<file path="src/rtl/exec_ctrl_md_pkg.sv">
// exec_pkg: ALU codes, funct fields, ALU_op encodings and mult/div sequencer states
package exec_pkg;
    localparam logic [3:0] ALU_AND = 4'b0000, ALU_OR = 4'b0001, ALU_ADD = 4'b0010, ALU_SLL = 4'b0011,
        ALU_SRL = 4'b0100, ALU_SRA = 4'b0101, ALU_SUB = 4'b0110, ALU_SLT = 4'b0111,
        ALU_SLLV = 4'b1000, ALU_SRLV = 4'b1001, ALU_SRAV = 4'b1010, ALU_ADDU = 4'b1011,
        ALU_NOR = 4'b1100, ALU_XOR = 4'b1101, ALU_SUBU = 4'b1110, ALU_SLTU = 4'b1111;
    localparam logic [5:0] F_SLL = 6'b000000, F_SRL = 6'b000010, F_SRA = 6'b000011,
        F_SLLV = 6'b000100, F_SRLV = 6'b000110, F_SRAV = 6'b000111,
        F_MFHI = 6'b010000, F_MTHI = 6'b010001, F_MFLO = 6'b010010, F_MTLO = 6'b010011,
        F_MULT = 6'b011000, F_MULTU = 6'b011001, F_DIV = 6'b011010, F_DIVU = 6'b011011,
        F_ADD = 6'b100000, F_ADDU = 6'b100001, F_SUB = 6'b100010, F_SUBU = 6'b100011,
        F_AND = 6'b100100, F_OR = 6'b100101, F_XOR = 6'b100110, F_NOR = 6'b100111,
        F_SLT = 6'b101010, F_SLTU = 6'b101011;
    typedef enum logic [1:0] {AOP_MEM = 2'b00, AOP_BR = 2'b01, AOP_R = 2'b10, AOP_RSV = 2'b11} alu_op_e;
    typedef enum logic [1:0] {S_IDLE, S_RUN, S_FIX} md_state_e;
endpackage

</file>
<file path="src/rtl/exec_ctrl_md_if.sv">
// exec_ctrl_md_if: EX-stage control bundle between the pipeline (master) and exec_ctrl_md (slave)
interface exec_ctrl_md_if #(parameter int DATA_W = 32);
    logic              valid_in, flush, md_sel, stall, div0, illegal;
    logic [5:0]        funct;
    logic [1:0]        ALU_op;
    logic [3:0]        ALU_ctrl;
    logic [DATA_W-1:0] rs_val, rt_val, md_result, hi, lo;
    modport master (output valid_in, flush, funct, ALU_op, rs_val, rt_val,
                    input ALU_ctrl, md_sel, md_result, stall, div0, illegal, hi, lo);
    modport slave (input valid_in, flush, funct, ALU_op, rs_val, rt_val,
                   output ALU_ctrl, md_sel, md_result, stall, div0, illegal, hi, lo);
endinterface

</file>
<file path="src/rtl/exec_ctrl_md_muldiv_seq.sv">
// muldiv_seq: radix-2 iterative multiply / restoring divide on magnitudes with a final sign fix.
// The divide path only exists when DIV_EN is set (driven from EXEC_DIV_EN by the top).
module muldiv_seq import exec_pkg::*; #(
    parameter int DATA_W = 32,
    parameter int CNT_W = $clog2(DATA_W) + 1,
    parameter bit DIV_EN = 1'b0
) (
    input  logic              clk,
    input  logic              rst,
    input  logic              start_i,
    input  logic              flush_i,
    input  logic              sgn_i,
    input  logic              div_i,
    input  logic [DATA_W-1:0] a_i,
    input  logic [DATA_W-1:0] b_i,
    output logic              busy_o,
    output logic              done_o,
    output logic              div0_o,
    output logic [DATA_W-1:0] hi_o,
    output logic [DATA_W-1:0] lo_o
);
    localparam int W = DATA_W;
    md_state_e state_q, state_d;
    logic [CNT_W-1:0] cnt_q, cnt_d;
    logic [W-1:0] acc_hi_q, acc_hi_d, acc_lo_q, acc_lo_d, opd_q, opd_d;
    logic neg_p_q, neg_p_d, neg_r_q, neg_r_d, div_q, div_d;
    logic sa, sb, dv, ge;
    logic [W-1:0] mag_a, mag_b, diff;
    logic [W:0] sum, r_sh;
    logic [2*W-1:0] prod;
    assign dv = DIV_EN && div_i;
    assign sa = sgn_i & a_i[W-1];
    assign sb = sgn_i & b_i[W-1];
    assign mag_a = sa ? -a_i : a_i;
    assign mag_b = sb ? -b_i : b_i;
    // multiply keeps {acc_hi, acc_lo} as product:multiplier; divide keeps remainder:quotient
    assign sum = {1'b0, acc_hi_q} + (acc_lo_q[0] ? {1'b0, opd_q} : '0);
    assign r_sh = {acc_hi_q, acc_lo_q[W-1]};
    assign ge = r_sh >= {1'b0, opd_q};
    assign diff = r_sh[W-1:0] - opd_q;
    always_comb begin
        state_d = state_q;
        cnt_d = cnt_q;
        acc_hi_d = acc_hi_q;
        acc_lo_d = acc_lo_q;
        opd_d = opd_q;
        neg_p_d = neg_p_q;
        neg_r_d = neg_r_q;
        div_d = div_q;
        if (flush_i) state_d = S_IDLE;
        else case (state_q)
            S_IDLE: if (start_i) begin
                state_d = S_RUN;
                cnt_d = CNT_W'(W);
                acc_hi_d = '0;
                acc_lo_d = dv ? mag_a : mag_b;
                opd_d = dv ? mag_b : mag_a;
                neg_p_d = sa ^ sb;
                neg_r_d = sa;
                div_d = dv;
            end
            S_RUN: begin
                cnt_d = cnt_q - CNT_W'(1);
                state_d = cnt_q == CNT_W'(1) ? S_FIX : S_RUN;
                {acc_hi_d, acc_lo_d} = div_q ? {ge ? diff : r_sh[W-1:0], acc_lo_q[W-2:0], ge}
                                             : {sum, acc_lo_q[W-1:1]};
            end
            default: state_d = S_IDLE;
        endcase
    end
    always_ff @(posedge clk or posedge rst) begin
        if (rst) begin
            state_q <= S_IDLE;
            cnt_q <= '0;
            acc_hi_q <= '0;
            acc_lo_q <= '0;
            opd_q <= '0;
            neg_p_q <= 1'b0;
            neg_r_q <= 1'b0;
            div_q <= 1'b0;
        end else begin
            state_q <= state_d;
            cnt_q <= cnt_d;
            acc_hi_q <= acc_hi_d;
            acc_lo_q <= acc_lo_d;
            opd_q <= opd_d;
            neg_p_q <= neg_p_d;
            neg_r_q <= neg_r_d;
            div_q <= div_d;
        end
    end
    assign busy_o = state_q != S_IDLE;
    assign done_o = state_q == S_FIX && !flush_i;
    assign div0_o = done_o && div_q && opd_q == '0;
    assign prod = neg_p_q ? -{acc_hi_q, acc_lo_q} : {acc_hi_q, acc_lo_q};
    // divide by zero: quotient forced to all ones, remainder sign fix restores the raw dividend
    assign hi_o = div_q ? (neg_r_q ? -acc_hi_q : acc_hi_q) : prod[2*W-1:W];
    assign lo_o = div_q ? (opd_q == '0 ? '1 : neg_p_q ? -acc_lo_q : acc_lo_q) : prod[W-1:0];
endmodule

</file>
<file path="src/rtl/exec_ctrl_md.sv">
// exec_ctrl_md: EX-stage ALU decode, HI/LO ownership, move instructions and mult/div stall.
// Define EXEC_DIV_EN to build the DIV/DIVU datapath; otherwise they decode as illegal.
module exec_ctrl_md import exec_pkg::*; #(
    parameter int DATA_W = 32,
    parameter int CNT_W = $clog2(DATA_W) + 1
) (
    input logic clk,
    input logic reset,
    exec_ctrl_md_if.slave bus
);
`ifdef EXEC_DIV_EN
    localparam bit DIV_EN = 1'b1;
`else
    localparam bit DIV_EN = 1'b0;
`endif
    logic [DATA_W-1:0] hi_q, hi_d, lo_q, lo_d, seq_hi, seq_lo;
    logic illegal_q, illegal_d, busy, done, div0, is_r, is_mul, is_div, start, mt_ok, r_known;
    logic [3:0] r_code;
    assign is_r = bus.ALU_op == AOP_R;
    assign is_mul = bus.funct inside {F_MULT, F_MULTU};
    assign is_div = bus.funct inside {F_DIV, F_DIVU};
    assign start = !busy && bus.valid_in && !bus.flush && is_r && (is_mul || (DIV_EN && is_div));
    assign mt_ok = !busy && bus.valid_in && is_r;
    always_comb begin
        r_code = ALU_ADD;
        r_known = 1'b1;
        case (bus.funct)
            F_ADD, F_MULT, F_MULTU, F_MFHI, F_MTHI, F_MFLO, F_MTLO: r_code = ALU_ADD;
            F_ADDU: r_code = ALU_ADDU;
            F_SUB:  r_code = ALU_SUB;
            F_SUBU: r_code = ALU_SUBU;
            F_AND:  r_code = ALU_AND;
            F_OR:   r_code = ALU_OR;
            F_XOR:  r_code = ALU_XOR;
            F_NOR:  r_code = ALU_NOR;
            F_SLT:  r_code = ALU_SLT;
            F_SLTU: r_code = ALU_SLTU;
            F_SLL:  r_code = ALU_SLL;
            F_SRL:  r_code = ALU_SRL;
            F_SRA:  r_code = ALU_SRA;
            F_SLLV: r_code = ALU_SLLV;
            F_SRLV: r_code = ALU_SRLV;
            F_SRAV: r_code = ALU_SRAV;
            F_DIV, F_DIVU: r_known = DIV_EN;
            default: r_known = 1'b0;
        endcase
    end
    always_comb begin
        illegal_d = bus.valid_in && is_r && !r_known;
        hi_d = done ? seq_hi : mt_ok && bus.funct == F_MTHI ? bus.rs_val : hi_q;
        lo_d = done ? seq_lo : mt_ok && bus.funct == F_MTLO ? bus.rs_val : lo_q;
    end
    always_ff @(posedge clk or posedge reset) begin
        if (reset) begin
            hi_q <= '0;
            lo_q <= '0;
            illegal_q <= 1'b0;
        end else begin
            hi_q <= hi_d;
            lo_q <= lo_d;
            illegal_q <= illegal_d;
        end
    end
    muldiv_seq #(.DATA_W(DATA_W), .CNT_W(CNT_W), .DIV_EN(DIV_EN)) u_seq (
        .clk(clk), .rst(reset), .start_i(start), .flush_i(bus.flush),
        .sgn_i(!bus.funct[0]), .div_i(bus.funct[1]), .a_i(bus.rs_val), .b_i(bus.rt_val),
        .busy_o(busy), .done_o(done), .div0_o(div0), .hi_o(seq_hi), .lo_o(seq_lo)
    );
    assign bus.ALU_ctrl = bus.ALU_op == AOP_BR ? ALU_SUB : is_r ? r_code : ALU_ADD;
    assign bus.md_sel = is_r && bus.funct inside {F_MFHI, F_MFLO};
    assign bus.md_result = !bus.md_sel ? '0 : bus.funct[1] ? lo_q : hi_q;
    assign bus.stall = busy || start;
    assign bus.div0 = div0;
    assign bus.illegal = illegal_q;
    assign bus.hi = hi_q;
    assign bus.lo = lo_q;
endmodule
</file>
<file path="src/flat_wrapper.sv">
// flat-port wrapper written by rule: the top's interface ports become plain ports
module exec_ctrl_md_flat import exec_pkg::*;
#(
    parameter int DATA_W = 32,
    parameter int CNT_W = $clog2(DATA_W) + 1
)
  (clk, reset, bus_valid_in, bus_flush, bus_funct, bus_ALU_op, bus_rs_val, bus_rt_val, bus_ALU_ctrl, bus_md_sel, bus_md_result, bus_stall, bus_div0, bus_illegal, bus_hi, bus_lo);
  exec_ctrl_md_if #(.DATA_W(DATA_W)) bus_i ();
  input logic clk;
  input logic reset;
  input wire logic [$bits(bus_i.valid_in)-1:0] bus_valid_in;
  input wire logic [$bits(bus_i.flush)-1:0] bus_flush;
  input wire logic [$bits(bus_i.funct)-1:0] bus_funct;
  input wire logic [$bits(bus_i.ALU_op)-1:0] bus_ALU_op;
  input wire logic [$bits(bus_i.rs_val)-1:0] bus_rs_val;
  input wire logic [$bits(bus_i.rt_val)-1:0] bus_rt_val;
  output wire logic [$bits(bus_i.ALU_ctrl)-1:0] bus_ALU_ctrl;
  output wire logic [$bits(bus_i.md_sel)-1:0] bus_md_sel;
  output wire logic [$bits(bus_i.md_result)-1:0] bus_md_result;
  output wire logic [$bits(bus_i.stall)-1:0] bus_stall;
  output wire logic [$bits(bus_i.div0)-1:0] bus_div0;
  output wire logic [$bits(bus_i.illegal)-1:0] bus_illegal;
  output wire logic [$bits(bus_i.hi)-1:0] bus_hi;
  output wire logic [$bits(bus_i.lo)-1:0] bus_lo;
  assign bus_i.valid_in = bus_valid_in;
  assign bus_i.flush = bus_flush;
  assign bus_i.funct = bus_funct;
  assign bus_i.ALU_op = bus_ALU_op;
  assign bus_i.rs_val = bus_rs_val;
  assign bus_i.rt_val = bus_rt_val;
  assign bus_ALU_ctrl = bus_i.ALU_ctrl;
  assign bus_md_sel = bus_i.md_sel;
  assign bus_md_result = bus_i.md_result;
  assign bus_stall = bus_i.stall;
  assign bus_div0 = bus_i.div0;
  assign bus_illegal = bus_i.illegal;
  assign bus_hi = bus_i.hi;
  assign bus_lo = bus_i.lo;
  exec_ctrl_md #(.DATA_W(DATA_W), .CNT_W(CNT_W)) u_core (.clk(clk), .reset(reset), .bus(bus_i));
endmodule
</file>
<file path="config.mk">
export PLATFORM = sky130hd
export DESIGN_NAME = exec_ctrl_md_flat
export DESIGN_NICKNAME = d
export VERILOG_FILES = /design/src/rtl/exec_ctrl_md_pkg.sv /design/src/rtl/exec_ctrl_md_if.sv /design/src/rtl/exec_ctrl_md_muldiv_seq.sv /design/src/rtl/exec_ctrl_md.sv /design/src/flat_wrapper.sv
export SDC_FILE = /design/constraint.sdc
export NUM_CORES = 1
export LEC_CHECK = 0
export ABC_AREA = 0
export BUFFER_PORTS_ARGS = -buffer_cell sky130_fd_sc_hd__buf_2
export CAP_MARGIN = 20
export CORE_ASPECT_RATIO = 2
export CORE_UTILIZATION = 30
export DETAILED_ROUTE_END_ITERATION = 16
export SYNTH_ARGS = -nofsm -noshare
export SYNTH_HDL_FRONTEND = slang
export SYNTH_HIERARCHICAL = 1
export SYNTH_SLANG_ARGS = --single-unit
</file>
<file path="constraint.sdc">
create_clock -name clk -period 4.9 [get_ports clk]
set_input_delay 0.49 -clock clk [delete_from_list [all_inputs] [get_ports clk]]
set_output_delay 0.49 -clock clk [all_outputs]
set_load 0.05 [all_outputs]
</file>
# After elaboration in Yosys (flattened, before gate mapping)
# Index checks and enable logic that the tools add are counted.
dict set report totals {
  in_bits 76
  latch_bits 0
  word_cells 97
  mem_bits_ro 0
  ram_bits 0
  output_inout_bits 104
  register_bits 170
  memories 0
}
dict set report op_classes {
  add_sub_neg 5
  n_lt_le_gt_ge 0
  mul 0
  n_bitwise 4
  mux 24
  div_mod_pow 0
  n_reduce_logical 27
  eq_ne 28
  n_shift 0
}
# op count
set op_table {}
lappend op_table {{2-to-1 mux 32 bit} 11}
lappend op_table {{case mux 32 bit (2 select lines)} 2}
lappend op_table {{2-to-1 mux 64 bit} 1}
lappend op_table {{negation 32 bit} 2}
lappend op_table {{negation 64 bit} 1}
lappend op_table {{== test 6 bit, second input constant} 10}
lappend op_table {{case mux 4 bit (15 select lines)} 1}
lappend op_table {{== test 6 x 5 -> 1 bit, second input constant} 6}
lappend op_table {{adder 32 x 32 -> 33 bit} 1}
lappend op_table {{OR reduction 22 bit} 1}
lappend op_table {{== test 6 x 3 -> 1 bit, second input constant} 3}
lappend op_table {{== test 6 x 2 -> 1 bit, second input constant} 2}
lappend op_table {{case mux 6 bit (2 select lines)} 1}
lappend op_table {{nonzero test 2 bit} 6}
lappend op_table {{logical AND 1 bit} 11}
lappend op_table {{2-to-1 mux 4 bit} 2}
lappend op_table {{== test 6 x 1 -> 1 bit, second input constant} 1}
lappend op_table {{zero test 6 bit} 1}
lappend op_table {{2-to-1 mux 2 bit} 3}
lappend op_table {{2-to-1 mux 6 bit} 1}
lappend op_table {{AND reduction 3 bit} 2}
lappend op_table {{subtractor 6 x 1 -> 6 bit, second input constant} 1}
lappend op_table {{== test 2 x 1 -> 1 bit, second input constant} 2}
lappend op_table {{== test 2 bit, second input constant} 2}
lappend op_table {{other kinds (10)} 14}

# Logic depth before layout (Yosys ltp)
# Gate-level depths: netlist of the first run.
dict set report depth {
  ltp_word 9
  mapped_depth 14
  ltp_nobuf 12
}

# Modules after synthesis
# The synthesis of the first run kept the hierarchy.
# mod seq_area_each_um2 cells_each area_each_um2 n_inst
set modules_own_cells {}
lappend modules_own_cells {muldiv_seq 2627.5 1070 8525.7 1}
lappend modules_own_cells {exec_ctrl_md 1626.6 390 3918.8 1}

# Least setup slack after synthesis of the first run
# No wires, ideal clock.
dict set report synth_timing {
  path_type {reg-to-reg}
  startpoint {register u_core.u_seq.acc_lo_q[6]}
  endpoint {register u_core.hi_q[26] (netlist: u_core/bus.hi[26])}
  setup_ns 0.126
  path_slack_ns 0.928
  path_buffers 3
  t_arrival_ns 3.846
  required_time_ns 4.774
  path_stages_with_launch 13
  synth_period_minus_slack_ns 3.972
  path_cell_list {dfrtp_1 -> or4_4 -> or4_1 -> or4_1 -> clkbuf_2 -> or3b_1 -> buf_2 -> or3_1 -> buf_2 -> or3_4 -> o41ai_4 -> xnor2_1 -> a221o_1}
}
dict set report synth_between {
  elab_chain_len 3
}
# element line
set synth_rtl {}
lappend synth_rtl {{start, declared} exec_ctrl_md_muldiv_seq.sv:25} ;# logic [W-1:0] acc_hi_q, acc_hi_d, acc_lo_q, acc_lo_d, opd_q, opd_d;
lappend synth_rtl {{start signal, assigned} exec_ctrl_md_muldiv_seq.sv:85} ;# acc_lo_q <= acc_lo_d;
lappend synth_rtl {{negation 64 bit} exec_ctrl_md_muldiv_seq.sv:95} ;# assign prod = neg_p_q ? -{acc_hi_q, acc_lo_q} : {acc_hi_q, acc_lo_q};
lappend synth_rtl {{2-to-1 mux 64 bit} exec_ctrl_md_muldiv_seq.sv:95}
lappend synth_rtl {{via u_core.seq_hi[26]} exec_ctrl_md.sv:16} ;# logic [DATA_W-1:0] hi_q, hi_d, lo_q, lo_d, seq_hi, seq_lo;
lappend synth_rtl {{2-to-1 mux 32 bit} exec_ctrl_md.sv:50} ;# hi_d = done ? seq_hi : mt_ok && bus.funct == F_MTHI ? bus.rs_val : hi_q;
lappend synth_rtl {{end signal, assigned} exec_ctrl_md.sv:59} ;# hi_q <= hi_d;
lappend synth_rtl {{end, declared} exec_ctrl_md.sv:16}
# The timed path passes the listed nets, and every way through them passes these cells.
# A chain may end at the register's enable or synchronous reset.

# Final worst setup path of the first run
# Same ends and word-level chain as after synthesis.

==> summary by stage, run 1 <==
Status
The run finished with clean final reports.

Detailed routing
In the routed design, unresolved DRC markers number 0. The number of iterations in the first detailed-routing pass is 5. After the first detailed-routing iteration, the DRC count stood at 746.

The via count is 11,700. Using the TritonRoute via totals, the vias-per-cell ratio works out to 5.51. The post-route antenna net violation count is 0. The post-detailed-route wirelength per cell is 20.2 um. The routed design has 43,100 um of wire.

Critical path
The count of buffer and inverter cells on the critical path is 0. Setup slack on the worst reg-to-reg path comes out at 0.62 ns. In this run the critical register-to-register path is captured at u_core/bus.hi[26]. The top cell family by delay on the critical path is simple AND/OR/NAND/NOR gates.

In this run the worst path has a maximum fanout of 8. The worst setup path is of the flip-flop to flip-flop kind. At the worst endpoint, the required time is 5.23 ns.

Traced cell by cell, the critical path runs through or4_4 > or4_1 > or4_1 > or3b_1 > or3_1 > or3_4 > o41ai_4 > xnor2_1 > a221o_1. The launch instance of the worst register-to-register path is u_core/u_seq/acc_lo_q[6]. The startpoint of the most critical setup path is u_core/u_seq/acc_lo_q[6]. Measured in cells, the most critical reg-to-reg path has a length of 9.

The number of cells on the critical path is 9. The kind of capture point of the worst setup path is a flip-flop. By instance count, the cell type seen most on the critical path is sky130_fd_sc_hd__or4_1.

At the worst endpoint, the arrival time is 4.60 ns. On the worst path, the slowest cell contributes a delay of 0.57 ns. On the critical path, the stage with the largest delay is an instance of sky130_fd_sc_hd__or4_4.

The endpoint of the most critical setup path is u_core/bus.hi[26]. The worst setup path is launched from a flip-flop.

Clock tree
The deepest clock path buffer count is 2. The insertion delay to the later sink of the worst-skew pair is 0.45 ns. The cell at the root of the clock tree is sky130_fd_sc_hd__clkbuf_16. The clock transition time at the flip-flop clock pins of the worst setup and hold paths is 0.07 ns. The clock net sink count is 170. TritonCTS built the clock tree. The H-tree generated during clock tree synthesis spans 4 levels. The post-cts sizing count is 0. The number of buffers inserted by post-CTS setup repair is 0. The total clock buffers created by CTS is 17.

Timing
The final period demand of the worst path is 4.28 ns. The final hold violation count was 0. Setup repair after global routing left no endpoint under its margin. In the final timing run, aggregate negative setup slack is 0 ns. The final cycle utilization of the critical path is 87.3%. The worst pin sits at a relative slew slack of 24.7%.

Setup violations remaining at the end of the flow were counted as 0. The worst setup skew after layout is 0.00957 ns. The top achievable clock speed is 0.234 GHz. The max-slew violation count is 0. The slew at the pin with the worst max-slew slack is 1.13 ns.

Layout
The number of fillers in the final layout is 4,260. Cells with a size suffix above 1 make up 16.3% of the layout. The diode insertion count for antenna repair is 0. The library cells used most frequently in the layout, excluding fill and tap cells, are 178 x sky130_fd_sc_hd__buf_2, 169 x sky130_fd_sc_hd__dfrtp_1, 163 x sky130_fd_sc_hd__nand2_1. The post-route core utilization is 35.3%. From synthesis to final layout, the design area changed by 16.2%. The finished layout holds 2,132 standard cells, fillers aside. The total number of nets in the final design is 1,699. The leading cell type in the layout, fill and taps excluded is sky130_fd_sc_hd__buf_2.

Logic synthesis
Summed over all instances, the cell type with the most area after synthesis is sky130_fd_sc_hd__dfrtp_1. After synthesis, the cell types taking the most area are sky130_fd_sc_hd__dfrtp_1 34%, sky130_fd_sc_hd__xnor2_1 6.8%, sky130_fd_sc_hd__o21ai_0 5.5%, sky130_fd_sc_hd__a221o_1 5.1%, sky130_fd_sc_hd__nand2_1 4.9%. The post-synthesis sequential element count is 170.

The leading register cell type out of synthesis is sky130_fd_sc_hd__dfrtp_1. Synthesis produced 1,460 cells. The mean cell area of the mapped netlist is 8.52 um^2. Sequential elements use 34.2% of the synthesized area. During synthesis, Yosys emitted a total of 6 warnings. After synthesis, the netlist uses 68 different library cells. The area of the mapped netlist is 0.0124 mm^2.

The share of synthesized area in the top cell type comes to 34.2%. The number of synthesized flops with an enable pin is 0. Counting flops with an async set or reset pin after synthesis yields a share of 100%.

The number of nets produced by synthesis is 1,574.

Placement
The number of instances in the placed design is 2,098. The congestion estimate from routability-driven global placement came to 0.903. The number of port buffers is 178.

The final HPWL from detailed placement is 33,900 um.

Floorplan
The initial cell density of the core is 30.4%. The floorplan step defined a die boundary enclosing 0.0423 mm^2. The number of placed I/O pins is 180. The die outline height is 290 um. The area of the placeable core is 0.0410 mm^2. The horizontal die dimension is 146 um. The number of standard-cell rows in the floorplan is 105.

Power
The completed layout was analyzed and its total power is 0.00348 W. For this design the static power due to leakage is 6.48 nW. The power density over the cells is 240 mW/mm^2. The worst vdd rail ir drop is 0.218 mV.

Global routing
The first global-routing pass estimated 66,000 um of wire. The total overflow reported by the global router is 0. The initial antenna violation count is 5. Global routing used 20.3% of the available tracks.

The maximum number of pins on one net before global-route repair is 66. The via count of the first global-routing pass is 11,500.

Hold path
The path category of the worst min-delay check is input pin to flip-flop.

Job
Max-cap violations in this run came to 0.
[per-layer routing]
layer | wire length (um) | vias to the layer above | global-route usage, %
li1 | - | 5550 | -
met1 | 15600 | 5686 | 20.6
met2 | 22300 | 367 | 37.2
met3 | 1820 | 130 | 3.08
met4 | 3370 | 10 | 15.3
met5 | 72 | - | 0
[registers in the layout (all words and copies together), names as in the netlist]
signal	count
u_core/u_seq/cnt_q	6
u_core/bus.lo	32
u_core/u_seq/neg_p_q	1
u_core/u_seq/state_q	2
u_core/u_seq/opd_q	32
u_core/u_seq/acc_hi_q	32
u_core/bus.hi	32
u_core/u_seq/acc_lo_q	32
u_core/bus.illegal	1
[how the worst min path moves through the flow]
stage / from / endpoint / slack (ns) / cells after the start
after global placement: u_core/u_seq/opd_q[2] / u_core/u_seq/opd_q[2] / 0.45 / 2
after CTS: bus_valid_in / u_core/bus.illegal / 0.31 / 3
after floorplan: u_core/u_seq/opd_q[31] / u_core/u_seq/opd_q[31] / 0.44 / 2
final: bus_valid_in / u_core/bus.illegal / 0.33 / 3
after global routing: bus_valid_in / u_core/bus.illegal / 0.33 / 3
after detailed placement: u_core/u_seq/opd_q[5] / u_core/u_seq/opd_q[5] / 0.46 / 2
[per-stage QoR]
step / hold slack [ns] / cell area [um^2] / setup WS, ns
floorplan: 0.438 / 12400 / 0.928
global placement: 0.454 / 13800 / 0.723
detailed placement: 0.463 / 13800 / 0.657
CTS: 0.310 / 14400 / 0.626
global route: 0.334 / 14500 / 0.493
finish: 0.332 / 14500 / 0.622
[Yosys cell counts (16+ instances only)]
| library cell | number |
|---|---|
| sky130_fd_sc_hd__or4_1 | 19 |
| sky130_fd_sc_hd__nor3_1 | 16 |
| sky130_fd_sc_hd__mux2i_1 | 34 |
| sky130_fd_sc_hd__nand3_1 | 16 |
| sky130_fd_sc_hd__dfrtp_1 | 170 |
| sky130_fd_sc_hd__nor3b_1 | 66 |
| sky130_fd_sc_hd__nor2_1 | 101 |
| sky130_fd_sc_hd__or3_1 | 22 |
| sky130_fd_sc_hd__xnor2_1 | 96 |
| sky130_fd_sc_hd__nor2b_1 | 39 |
| sky130_fd_sc_hd__nand2_1 | 163 |
| sky130_fd_sc_hd__and2_1 | 36 |
| sky130_fd_sc_hd__o31ai_1 | 31 |
| sky130_fd_sc_hd__ha_1 | 37 |
| sky130_fd_sc_hd__xor2_1 | 47 |
| sky130_fd_sc_hd__o41ai_1 | 22 |
| sky130_fd_sc_hd__a221o_1 | 64 |
| sky130_fd_sc_hd__a21oi_1 | 77 |
| sky130_fd_sc_hd__o21ai_0 | 137 |
| sky130_fd_sc_hd__inv_1 | 26 |
| sky130_fd_sc_hd__clkbuf_1 | 82 |
[power breakdown]
group | leakage, nW | switching, W | internal [W]
sequential | 2.34 | 0.0000685 | 0.00146
combinational | 3.87 | 0.000408 | 0.000206
clock | 0.280 | 0.000606 | 0.000730
[cell type report]
| type | instances | area (um^2) | share of cell area (%) |
|---|---|---|---|
| clock buffer | 19 | 453 | 3.13 |
| inverter | 27 | 104 | 0.718 |
| tap | 535 | 669 | 4.63 |
| multi-input combinational | 1164 | 7720 | 53.4 |
| clock inverter | 12 | 114 | 0.787 |
| timing repair buffer | 205 | 1150 | 7.94 |
| sequential | 170 | 4260 | 29.4 |
[cells by family (layout without fill, tap and decap cells)]
kind of cell | count (synthesis) | count (layout) | share of synthesized area, %
compound gates | 407 | 407 | 22.1
fa+ha+maj | 38 | 38 | 3.88
xor+xnor | 143 | 143 | 10.1
flops | 170 | 170 | 34.2
mux | 34 | 34 | 2.73
other cells | 1 | 1 | 0.0301
buf+inv | 126 | 263 | 3.95
simple gates | 541 | 541 | 23.0
[timing repair]
item | 4_1_cts | 5_1_grt
hold buffers | 1 | 0
hold endpoints to repair | 11 | 0
endpoints found under the setup margin | 0 | 0
[worst reg2reg max path: stages, from the launching register on]
cell and delay [ns]:
sky130_fd_sc_hd__dfrtp_1 0.42, sky130_fd_sc_hd__or4_4 0.57, sky130_fd_sc_hd__or4_1 0.47, sky130_fd_sc_hd__or4_1 0.56, sky130_fd_sc_hd__or3b_1 0.54, sky130_fd_sc_hd__or3_1 0.53
sky130_fd_sc_hd__or3_4 0.40, sky130_fd_sc_hd__o41ai_4 0.22, sky130_fd_sc_hd__xnor2_1 0.10, sky130_fd_sc_hd__a221o_1 0.35
No activity file was read; power rests on OpenSTA's default activity.
==> run 2: changes to the inputs <==
clock period = 3.7 ns   (was 4.9 ns; I/O delays follow)
==> summary by stage, run 2 (synthesized netlist as in run 1, its figures left out) <==
Layout
Relative to the synthesized area, the layout overhead comes to 18.8%. Leaving out fill and tap cells, the most frequent cell in the layout is sky130_fd_sc_hd__buf_2. The post-route core utilization is 36.1% (+0.76 points).

The post-layout instance count excluding filler cells is 2,168 (+1.7%). The cell area after layout was 0.0148 mm^2 (+2.2%). The number of fillers in the final layout was 4,284 (+0.56%). The area taken by multi-input logic gates was 0.00778 mm^2 (+0.78%).

In the layout the commonest cells are 178 x sky130_fd_sc_hd__buf_2, 169 x sky130_fd_sc_hd__dfrtp_1, 163 x sky130_fd_sc_hd__nand2_1. The ratio of cells with drive above 1 in the final layout is 18.7% (+2.4 points). The sequential cell area is 0.00426 mm^2 (unchanged). The total number of nets in the final design came to 1,731 (+1.9%).

Status
The flow ran to the end, but the final reports show violations. The checks that failed: negative setup slack.

Global routing
The met1 layer usage reported by global route is 21.3% (+0.71 points). The total overflow reported by the global router is 0 (unchanged). The met3 demand-to-capacity share in global routing is 2.92% (-0.16 points). The overall global routing resource usage is 20.7% (+0.37 points). The maximum number of pins on one net before global-route repair is 161 (+140%). The first-pass GRT wire length is 67,200 um (+1.8%). The met2 layer usage reported by global route was 38.3% (+1.2 points).

The via count of the first global-routing pass is 11,700 (+1.5%). In this run the most used layer during global routing was met2. The initial antenna violation count came to 4 (-1).

Detailed routing
The post-route antenna net violation count is 0 (unchanged). The routed wire length is 43,600 um (+1.1%). The count of routing violations after the opening detailed-route iteration is 791 (+6.0%).

The post-detailed-route wirelength per cell is 20.1 um (-0.61%). The final routed DRC violation total is 0 (unchanged). The number of iterations in the first detailed-routing pass came to 5 (unchanged). The via count was 11,900 (+1.4%). The detailed-route vias per instance was 5.49 (-0.30%).

Clock tree
The total clock buffers created by CTS is 17 (unchanged). The clock transition time at the flip-flop clock pins of the worst setup and hold paths is 0.07 ns (about the same). The insertion delay to the later sink of the worst-skew pair came to 0.45 ns (about the same). The level count of the clock H-tree is 4 (unchanged). The clock net sink count came to 170 (unchanged).

The deepest clock path buffer count came to 2 (unchanged). The tree is rooted in a sky130_fd_sc_hd__clkbuf_16. TritonCTS built the clock tree.

Placement
The final RePlAce weighted congestion was 0.913 (+1.1%). The number of instances in the placed design is 2,130 (+1.5%). The number of port buffers is 178 (unchanged). The instance area after placement was 0.0141 mm^2 (+2.0%).

The final HPWL from detailed placement is 34,300 um (+1.2%).

Timing
The worst setup skew after layout is 0.0152 ns (+0.00565 ns). The final cycle utilization of the critical path was 101% (+14 points). The top achievable clock speed was 0.267 GHz (+14%). The max-slew violation count is 0 (unchanged). The final worst setup slack came to -0.0476 ns (-0.670 ns). The count of final setup violators is 2 (+2). Setup repair after global routing could not meet its margin everywhere. The final hold violation count is 0 (unchanged). The slew at the pin with the worst max-slew slack is 1.13 ns (-0.0000178 ns). The normalized max-slew margin is 24.7% (about the same). The final period demand of the worst path came to 3.75 ns (-0.530 ns).

Hold path
The path category of the worst min-delay check is input pin to flip-flop. The hold path depth came to 3 (unchanged). The startpoint of the lowest-slack hold path is bus_valid_in.

The endpoint of the worst hold path is u_core/bus.illegal.

Floorplan
The number of placed I/O pins is 180 (unchanged). The initial cell density of the core is 30.4% (unchanged). The die outline height is 290 um (unchanged).

The number of standard-cell rows in the floorplan was 105 (unchanged). The area of the placeable core is 0.0410 mm^2 (unchanged). The horizontal die dimension is 146 um (unchanged). The die area came to 0.0423 mm^2 (unchanged).

Power
The power density over the cells was 312 mW/mm^2 (+30%). The worst vdd rail ir drop was 0.248 mV (+14%). The static leakage is 6.66 nW (+2.7%).

Job
The count of max-cap constraint violations is 0 (unchanged).

Critical path
The worst reg-to-reg setup slack is -0.05 ns (-0.67 ns). The largest individual stage delay along the critical path comes from the cell sky130_fd_sc_hd__or4_4. The launch instance of the worst register-to-register path is u_core/u_seq/acc_lo_q[6]. The most common cell type on the critical path is sky130_fd_sc_hd__or4_4. The arrival time reported for the critical path endpoint is 4.08 ns (-0.52 ns).

Walking the worst path, the cells encountered are or4_4 > or4_4 > or4_4 > or3b_4 > or3_4 > or3_4 > o41ai_4 > xnor2_1 > a221o_1. The startpoint kind of the worst setup timing path is a flip-flop. The largest driver fanout on the critical path came to 3 (-5). The number of cells on the worst reg-to-reg path is 9 (unchanged).

The worst stage delay on the critical path came to 0.54 ns (-0.03 ns). The worst reg2reg path endpoint is u_core/bus.hi[26]. The required time at the worst-slack endpoint came to 4.03 ns (-1.20 ns).

STA classifies the critical path endpoint as a flip-flop. The critical path start-end classification is flip-flop to flip-flop.
## run 2: stage by stage
stage               hold WS [ns]  TNS (ns)  worst slack, ns  power, W
global route               0.205    -0.249           -0.155   0.00480
CTS                        0.185   -0.0635          -0.0302   0.00464
finish                     0.211   -0.0522          -0.0476   0.00461
detailed placement         0.349    -0.143          -0.0577   0.00290
floorplan                  0.438    -0.765           -0.272   0.00256
global placement           0.344    -0.106          -0.0489   0.00289
## run 2: how the worst max path moves through the flow
stage | from | end | cells after the start
floorplan | u_core/u_seq/acc_lo_q[6] | u_core/bus.hi[26] | 12
global placement | u_core/u_seq/acc_lo_q[6] | u_core/bus.hi[26] | 9
detailed placement | u_core/u_seq/acc_lo_q[6] | u_core/bus.hi[24] | 9
CTS | u_core/u_seq/acc_lo_q[6] | u_core/bus.hi[26] | 9
global route | u_core/u_seq/acc_lo_q[6] | u_core/bus.hi[26] | 9
finish | u_core/u_seq/acc_lo_q[6] | u_core/bus.hi[26] | 9
## run 2: cell type report
| cell class | count | area share (%) |
|---|---|---|
| inverters | 27 | 0.703 |
| multi-input cells | 1164 | 52.7 |
| well taps | 535 | 4.53 |
| repair buffers | 237 | 9.52 |
| clock buffers | 19 | 3.00 |
| flip-flops and latches | 170 | 28.8 |
| clock inverters | 13 | 0.745 |
| diodes | 3 | 0.0508 |
## run 2: what timing repair did
action / 4_1_cts / 5_1_grt
endpoints found under the hold margin: 29 / 0
pin swaps: 0 / 3
buffers inserted: 0 / 1
hold buffers: 1 / 0
resized for setup: 3 / 9
setup endpoints to repair: 4 / 8
## run 2: critical path: cells and delay by family (launching register included)
family / cells / cell delay (ns)
compound gates: 2 / 0.58
xor+xnor: 1 / 0.11
flops: 1 / 0.38
simple gates: 6 / 2.57
## run 2: per-layer routing
layer / up-vias / part of all wire, %
li1: 5606 / -
met1: 5849 / 36
met2: 341 / 53
met3: 104 / 3.9
met4: 6 / 6.6
met5: - / 0.089
## run 2: report_power, final
group	internal (W)	switching, W	leakage (nW)
combinational	0.000301	0.000561	4.05
clock	0.000896	0.000836	0.273
sequential	0.00193	0.0000821	2.34
